<file path="src/rtl/elevator_call_scheduler.sv">
// SCAN-policy elevator call scheduler: latches floor calls, issues one-floor step
// commands over valid/ready, sequences the door dwell and flags a stalled car.
module elevator_call_scheduler #(
    parameter int NUM_FLOORS     = 4,
    parameter int FLOOR_W        = 2,
    parameter int DOOR_CYCLES    = 8,
    parameter int TRAVEL_TIMEOUT = 64
) (
    input  logic                  clk,
    input  logic                  reset_n,
    input  logic [NUM_FLOORS-1:0] call_req,
    input  logic [FLOOR_W-1:0]    car_floor,
    output logic                  cmd_valid,
    output logic                  cmd_dir,
    input  logic                  cmd_ready,
    input  logic                  step_done,
    output logic                  door_open,
    output logic [NUM_FLOORS-1:0] pending,
    output logic                  dir_up,
    output logic                  busy,
    output logic                  fault
);

    typedef enum logic [1:0] {IDLE, DISPATCH, TRAVEL, DOOR} state_t;

    localparam int DCNT_W = $clog2(DOOR_CYCLES + 1);
    localparam int TCNT_W = $clog2(TRAVEL_TIMEOUT + 1);

    state_t                state, next_state;
    logic                  next_dir;
    logic                  set_fault;
    logic                  door_reload;
    logic                  enter_door;
    logic [DCNT_W-1:0]     door_cnt;
    logic [TCNT_W-1:0]     travel_cnt;
    logic [NUM_FLOORS-1:0] floor_hot;
    logic [NUM_FLOORS-1:0] eff_calls;
    logic [NUM_FLOORS-1:0] call_mask;
    logic [NUM_FLOORS-1:0] pending_nxt;
    logic                  here, above, below;

    // A call arriving this cycle counts for decisions, so a press coinciding with
    // step_done at that floor still takes the stop. Out-of-range floors match nothing.
    always_comb begin
        // NOTE: every always_comb output gets a default first so no path infers a latch.
        floor_hot = '0;
        above     = 1'b0;
        below     = 1'b0;
        eff_calls = pending | call_req;
        for (int f = 0; f < NUM_FLOORS; f++) begin
            if (int'(car_floor) == f) floor_hot[f] = 1'b1;
            if (eff_calls[f] && f > int'(car_floor)) above = 1'b1;
            if (eff_calls[f] && f < int'(car_floor)) below = 1'b1;
        end
        here = |(eff_calls & floor_hot);
    end

    always_comb begin
        next_state  = state;
        next_dir    = dir_up;
        set_fault   = 1'b0;
        door_reload = 1'b0;
        unique case (state)
            IDLE: begin
                if (!fault) begin
                    if (here) begin
                        next_state = DOOR;
                    end else if (above && (dir_up || !below)) begin
                        next_dir   = 1'b1;
                        next_state = DISPATCH;
                    end else if (below) begin
                        next_dir   = 1'b0;
                        next_state = DISPATCH;
                    end
                end
            end
            DISPATCH: begin
                if (cmd_valid && cmd_ready) next_state = TRAVEL;
            end
            TRAVEL: begin
                if (step_done) begin
                    if (here)                          next_state = DOOR;
                    else if (dir_up ? above : below)   next_state = DISPATCH;
                    else                               next_state = IDLE;
                end else if (travel_cnt == TCNT_W'(TRAVEL_TIMEOUT - 1)) begin
                    set_fault  = 1'b1;
                    next_state = IDLE;
                end
            end
            DOOR: begin
                door_reload = |(call_req & floor_hot);
                if (!door_reload && door_cnt == '0) next_state = IDLE;
            end
            default: next_state = IDLE;
        endcase
    end

    // Presses at the floor being served only extend the dwell and are never latched.
    always_comb begin
        enter_door  = (next_state == DOOR) && (state != DOOR);
        call_mask   = (state == DOOR) ? (call_req & ~floor_hot) : call_req;
        pending_nxt = (pending | call_mask) & ~(enter_door ? floor_hot : '0);
    end

    // NOTE: sequential state uses non-blocking assignments only, so every flop
    // samples the pre-edge values regardless of statement order.
    always_ff @(posedge clk or negedge reset_n) begin
        if (!reset_n) begin
            state      <= IDLE;
            pending    <= '0;
            dir_up     <= 1'b1;
            cmd_valid  <= 1'b0;
            cmd_dir    <= 1'b0;
            door_open  <= 1'b0;
            busy       <= 1'b0;
            fault      <= 1'b0;
            door_cnt   <= '0;
            travel_cnt <= '0;
        end else begin
            state     <= next_state;
            pending   <= pending_nxt;
            dir_up    <= next_dir;
            cmd_valid <= (next_state == DISPATCH);
            door_open <= (next_state == DOOR);
            busy      <= (next_state != IDLE);
            fault     <= fault | set_fault;
            if (next_state == DISPATCH) cmd_dir <= next_dir;

            if (enter_door || door_reload)            door_cnt <= DCNT_W'(DOOR_CYCLES - 1);
            else if (state == DOOR && door_cnt != '0) door_cnt <= door_cnt - 1'b1;

            if (state == TRAVEL) travel_cnt <= travel_cnt + 1'b1;
            else                 travel_cnt <= '0;
        end
    end

endmodule

</file>
<file path="config.mk">
export PLATFORM = sky130hd
export DESIGN_NAME = elevator_call_scheduler
export DESIGN_NICKNAME = d
export VERILOG_FILES = /design/src/rtl/elevator_call_scheduler.sv
export SDC_FILE = /design/constraint.sdc
export NUM_CORES = 1
export LEC_CHECK = 0
export CAP_MARGIN = 15
export CORE_ASPECT_RATIO = 0.9
export CORE_MARGIN = 5
export CORE_UTILIZATION = 35
export CTS_BUF_LIST = sky130_fd_sc_hd__clkbuf_8 sky130_fd_sc_hd__clkbuf_16
export DETAILED_ROUTE_END_ITERATION = 8
export SKIP_LAST_GASP = 1
export SYNTH_ARGS = -nofsm -noshare
export SYNTH_HDL_FRONTEND = slang
export SYNTH_SLANG_ARGS = --single-unit
</file>
<file path="constraint.sdc">
create_clock -name clk -period 3.1 [get_ports clk]
set_clock_uncertainty 0.2 [all_clocks]
set_input_delay 0.62 -clock clk [delete_from_list [all_inputs] [get_ports clk]]
set_output_delay 0.62 -clock clk [all_outputs]
set_load 0.1 [all_outputs]
</file>
### Word-level counts from Yosys, hierarchy flattened

Index checks and enable logic that the tools add are counted.

| cells by class | value |
|---|---|
| add/subtract/negate cells | 2 |
| order comparisons | 6 |
| equality and inequality tests | 10 |
| mux-type cells | 36 |
| bitwise logic cells | 9 |
| reduce and logical (&&, ||, !) cells | 23 |

Operators by type and width:

| kind | count |
|---|---|
| $mux W1 | 21 |
| $mux W2 | 9 |
| $and A4 B4 Y4 | 4 |
| $mux W4 | 4 |
| $logic_and A1 B1 Y1 | 11 |
| $eq A2 B2 Y1 const B | 5 |
| $not A4 Y4 | 2 |
| $or A4 B4 Y4 | 2 |
| $pmux W2 S4 | 1 |
| $reduce_or A4 Y1 | 2 |
| $add A7 B1 Y7 const B | 1 |
| $eq A7 B6 Y1 const B | 1 |
| $mux W7 | 1 |
| $eq A2 B1 Y1 const B | 3 |
| $gt A2 B2 Y1 const A | 2 |
| $logic_not A2 Y1 | 2 |
| $logic_not A4 Y1 | 1 |
| $lt A1 B2 Y1 const A | 2 |
| $reduce_bool A2 Y1 | 2 |
| $reduce_bool A4 Y1 | 1 |
| $sub A4 B1 Y4 const B | 1 |
| $gt A1 B2 Y1 const A | 1 |
| $logic_not A1 Y1 | 2 |
| $logic_or A1 B1 Y1 | 2 |
| 3 further kinds | 3 |

| word-level totals | value |
|---|---|
| register bits after elaboration | 23 |
| bits of input ports | 10 |
| output and inout port bits | 10 |
| word-level logic and storage cells | 96 |

### Depth between registers and ports, before layout

| depth | value |
|---|---|
| depth in word-level cells | 17 |
| gate-level depth with buffers | 8 |
| depth with buffers taken out | 7 |

### Worst setup path before layout

OpenSTA, ideal clock, no wires.

| timing | value |
|---|---|
| path kind | register -> register |
| start | register pending[0] |
| end | register cmd_dir |
| data arrival time | 2625 ps |
| required time | 2775 ps |
| path slack | 150 ps |
| stages on the path, launching flop included | 8 |
| clock period less this slack | 2950 ps |
| cell sequence | dfrtp_1 > nor2_1 > mux4_2 > or3_1 > buf_6 > nand4b_4 > o21bai_4 > mux2_4 |

| between the ends | value |
|---|---|
| longest elaborated chain between the ends | 13 |
| elaborated cells on any way between the ends | 25 |

RTL lines:

| element | line | RTL |
|---|---|---|
| from (decl) | 18 | `output logic [NUM_FLOORS-1:0] pending,` |
| from (signal assigned) | 121 | `pending <= pending_nxt;` |
| $or A4 B4 Y4 (*) | 49 | `eff_calls = pending \| call_req;` |
| $logic_and A1 B1 Y1 | 53 | `if (eff_calls[f] && f < int'(car_floor)) below = 1'b1;` |
| $mux W1 (3 in a row) | 53 |  |
| $logic_not A1 Y1 | 68 | `end else if (above && (dir_up \|\| !below)) begin` |
| $logic_or A1 B1 Y1 | 68 |  |
| $logic_and A1 B1 Y1 | 68 |  |
| $mux W2 | 68 |  |
| $mux W2 | 66 | `if (here) begin` |
| $mux W2 | 65 | `if (!fault) begin` |
| $pmux W2 S4 (*) | 63 | `unique case (state)` |
| named net next_state[1] | 29 | `state_t state, next_state;` |
| $eq A2 B1 Y1 (*) | 127 | `if (next_state == DISPATCH) cmd_dir <= next_dir;` |
| to (signal assigned) | 127 |  |
| to (decl) | 14 | `output logic cmd_dir,` |

The timed path passes the listed nets; every way through them passes the cells marked *.
A chain may end at the register's enable or synchronous reset.

### Final worst setup path

| timing | value |
|---|---|
| start | input port car_floor[0] |
| end | register cmd_dir |

| between the ends | value |
|---|---|
| longest elaborated chain between the ends | 13 |
| elaborated cells on any way between the ends | 51 |

RTL lines:

| element | line | RTL |
|---|---|---|
| from (decl) | 12 | `input logic [FLOOR_W-1:0] car_floor,` |
| $lt A1 B2 Y1 | 53 |  |
| $logic_and A1 B1 Y1 | 53 |  |
| $mux W1 (3 in a row) | 53 |  |
| $logic_not A1 Y1 | 68 |  |
| $logic_or A1 B1 Y1 | 68 |  |
| $logic_and A1 B1 Y1 | 68 |  |
| $mux W2 | 68 |  |
| $mux W2 | 66 |  |
| $mux W2 | 65 |  |
| $pmux W2 S4 (*) | 63 |  |
| named net next_state[1] | 29 |  |
| $eq A2 B1 Y1 (*) | 127 |  |

Marked as above.

==> flow_summary.rst <==
.. list-table::
   :header-rows: 1

   * - Metric
     - Value
   * - Post-route cell area
     - 1540 um^2
   * - Leak Pwr
     - 0.690 nW
   * - Vias per cell
     - 5.23
   * - Portion of the clock cycle consumed by the worst path in the final layout
     - 0.897
   * - Setup fix buffers added after clock tree synthesis
     - 0
   * - PortBufs
     - 19
   * - Final global-route overflow total
     - 0
   * - Via count
     - 1020
   * - Async SR Flop Fraction
     - 1.00
   * - Total Die Area
     - 4820 um^2
   * - Standard-cell row count
     - 20
   * - Initial antenna violation count
     - 0
   * - Average routed wire per standard cell
     - 13.7 um
   * - Final setup viols
     - 0
   * - Least-Margin Pin Slew
     - 0.503 ns
   * - Final critical-path required period
     - 2.78 ns
   * - Global routing usage on met1
     - 0.147
   * - Post-synth top area cell
     - dfrtp_1
   * - Clock Tree Buf Depth
     - 2
   * - Area of the mapped netlist
     - 1230 um^2
   * - Power density cells
     - 360 nW/um^2
   * - Global-route usage over all layers
     - 0.122
   * - Most used standard cells in the synthesized netlist
     - dfrtp_1 (22), nor2_1 (17), nand2_1 (10), nand3_1 (8)
   * - Inserted Clock Buffers
     - 3
   * - FMAX
     - 359 MHz
   * - IR drop worst, VDD
     - 0.000151 V
   * - Cells after Synth
     - 122
   * - Layout net count
     - 165
   * - Final critical-path setup slack
     - 0.318 ns
   * - Cells along the critical path
     - clkdlybuf4s50_1 > inv_2 > mux4_2 > or3_1 > nand4b_4 > o21bai_4 > mux2_4
   * - Buffers plus inverters on the worst setup path
     - 2
   * - Synthesis-stage register bit count
     - 23
   * - Clock latency reported for the late side of the worst-skew pair
     - 0.26 ns
   * - Busiest layer in global routing
     - met2
   * - Kind of launch point of the worst setup path
     - input port
   * - Top Ports
     - 20
   * - CTS clock-pin slew for the worst setup and hold paths
     - 0.08 ns
   * - Root buffer cell
     - clkbuf_8
   * - Syn avg cell area
     - 10.1 um^2
   * - Leading post-synthesis cells by cell area
     - dfrtp_1 (45%), nor2_1 (5.2%), nand3_1 (3.2%)
   * - Crit path DAT
     - 2.73 ns
   * - Height of the die
     - 66.4 um
   * - RD Place Congestion
     - 0.879
   * - Number of flops mapped to enable cells by yosys
     - 0
   * - Hold Crit Class
     - reg -> reg
   * - First-pass GRT wire length
     - 4.60 mm
   * - Data required, critical path
     - 3.05 ns
   * - Die Span X
     - 72.6 um
   * - Drt total wl
     - 2.66 mm
   * - RSZ-0062 raised after global routing
     - false
   * - Util after Layout
     - 0.455
   * - Top Family by Delay on Critical Path
     - multiplexers
   * - Type of destination of the critical path
     - flip-flop
   * - Ratio of cells with drive above 1 in the final layout
     - 0.212
   * - Starting DRC count in detailed routing
     - 36
   * - Synth Warn #
     - 0
   * - CTS tree
     - yes
   * - Pin count of the biggest net entering global routing
     - 24
   * - Total iterations of the first detailed-routing run
     - 4
   * - Post-detailed-route DRC marker count
     - 0
   * - Maximum fanout encountered on the critical timing path
     - 5
   * - Slowest cell on the critical path
     - mux4_2
   * - Fraction of met2 tracks used by global routing
     - 0.205
   * - Area after DPL
     - 1490 um^2
   * - Part of the Yosys area used for sequential elements
     - 0.467
   * - Core area
     - 3380 um^2
   * - Met3 Use GR
     - 0.0289
   * - Number of buffers inserted for hold repair after clock tree synthesis
     - 0
   * - Tightest slew margin relative to the limit
     - 0.663
   * - Total number of H-tree levels
     - 1
   * - Number of nets in the synthesized netlist
     - 135
   * - Worst Setup Slack post-DPL
     - 0.0445 ns
   * - Outcome
     - finished clean
   * - Fill cell total of the finished layout
     - 324
   * - Primary flip-flop cell chosen by synthesis mapping
     - dfrtp_1
   * - Area delta synth->final
     - 24.5%
   * - Number of maximum-capacitance violations
     - 0
   * - TritonCTS Sinks
     - 23
   * - Delay contributed by the slowest stage of the critical path
     - 0.54 ns
   * - Count of endpoints failing hold in the final timing report
     - 0
   * - Vias in the first global route
     - 1053
   * - Starting Density
     - 0.366
   * - Top cell type's share of synthesized area
     - 0.446
   * - Count of pins over their slew limit
     - 0
   * - Number of gates resized after cts
     - 0
   * - ANT nets after route
     - 0
   * - Number of library cell types mapped by synthesis
     - 39
   * - Total inserted antenna cells
     - 0
   * - Sum of negative setup slack
     - 0 ns
   * - Final HPWL DP
     - 2.06 mm
   * - Dominant cell by count in the synthesized netlist
     - dfrtp_1
   * - Kind of critical path
     - in -> reg
==> power by group <==
group | leakage [nW] | switching, W | internal, W
clock | 0.0269 | 0.0000891 | 0.0000883
sequential | 0.264 | 0.00000623 | 0.000307
combinational | 0.399 | 0.0000313 | 0.0000320
==> state kept, by name, indices dropped and copies added (netlist names) <==
register,cells
busy,1
cmd_dir,1
cmd_valid,1
dir_up,1
door_cnt,4
door_open,1
fault,1
pending,4
state,2
travel_cnt,7
==> kinds of logic (layout without fill, tap and decap cells) <==
logic type,after synthesis,after routing,synth area share
AND/OR/NAND/NOR,49,49,0.202
AO/OA/AOI/OAI,26,26,0.147
flip-flops,23,23,0.467
buffers and inverters,11,40,0.0517
XOR/XNOR,6,6,0.0426
multiplexers,4,4,0.0598
adder cells (fa/ha/maj),3,3,0.0304
==> metrics by stage <==
step                std cells  total power [W]  hold slack, ns
floorplan                 122         0.000349           0.124
global placement          191         0.000380           0.281
detailed placement        191         0.000382           0.311
CTS                       195         0.000566           0.326
global route              195         0.000585           0.341
finish                    195         0.000554           0.315
==> cell type report <==
type,count,area [um^2],area share
repair buffers,29,240,0.156
clock inverters,1,3.75,0.00244
flip-flops and latches,23,577,0.375
clock buffers,3,41.3,0.0269
well taps,44,55.1,0.0358
multi-input cells,88,594,0.386
inverters,7,26.3,0.0171
==> layer usage <==
layer / vias to the layer above / part of all wire
li1: 492 / -
met1: 488 / 0.43
met2: 35 / 0.50
met3: 5 / 0.060
met4: 0 / 0.015
met5: - / 0
==> worst paths after layout <==
check	start	to	slack, ns	cells past startpoint
worst min-delay path	travel_cnt[0]	travel_cnt[0]	0.32	1
min in group asynchronous	reset_n	pending[3]	0.51	2
worst min register to register	travel_cnt[0]	travel_cnt[0]	0.32	1
worst max-delay path	car_floor[0]	cmd_dir	0.32	7
max in group asynchronous	reset_n	dir_up	1.91	2
worst max register to register	travel_cnt[0]	busy	0.79	6
==> cell usage in the layout (no fill, tap or decap), drive strengths merged, types with 4 or more instances in the layout <==
cell type and count:
a21oi 4, a31oi 5, buf 20, clkdlybuf4s50 9, dfrtp 22, inv 8, nand2 10, nand3 8
nor2 17, o21ai 6, xor2 4
==> worst reg2reg max path: cells and delay by family, from the launching register on <==
kind	cells	cell delay [ns]
DFF	1	0.41
adders and majority gates	1	0.20
and+or+nand+nor	5	1.36
Power figures use the tool's default switching activity.
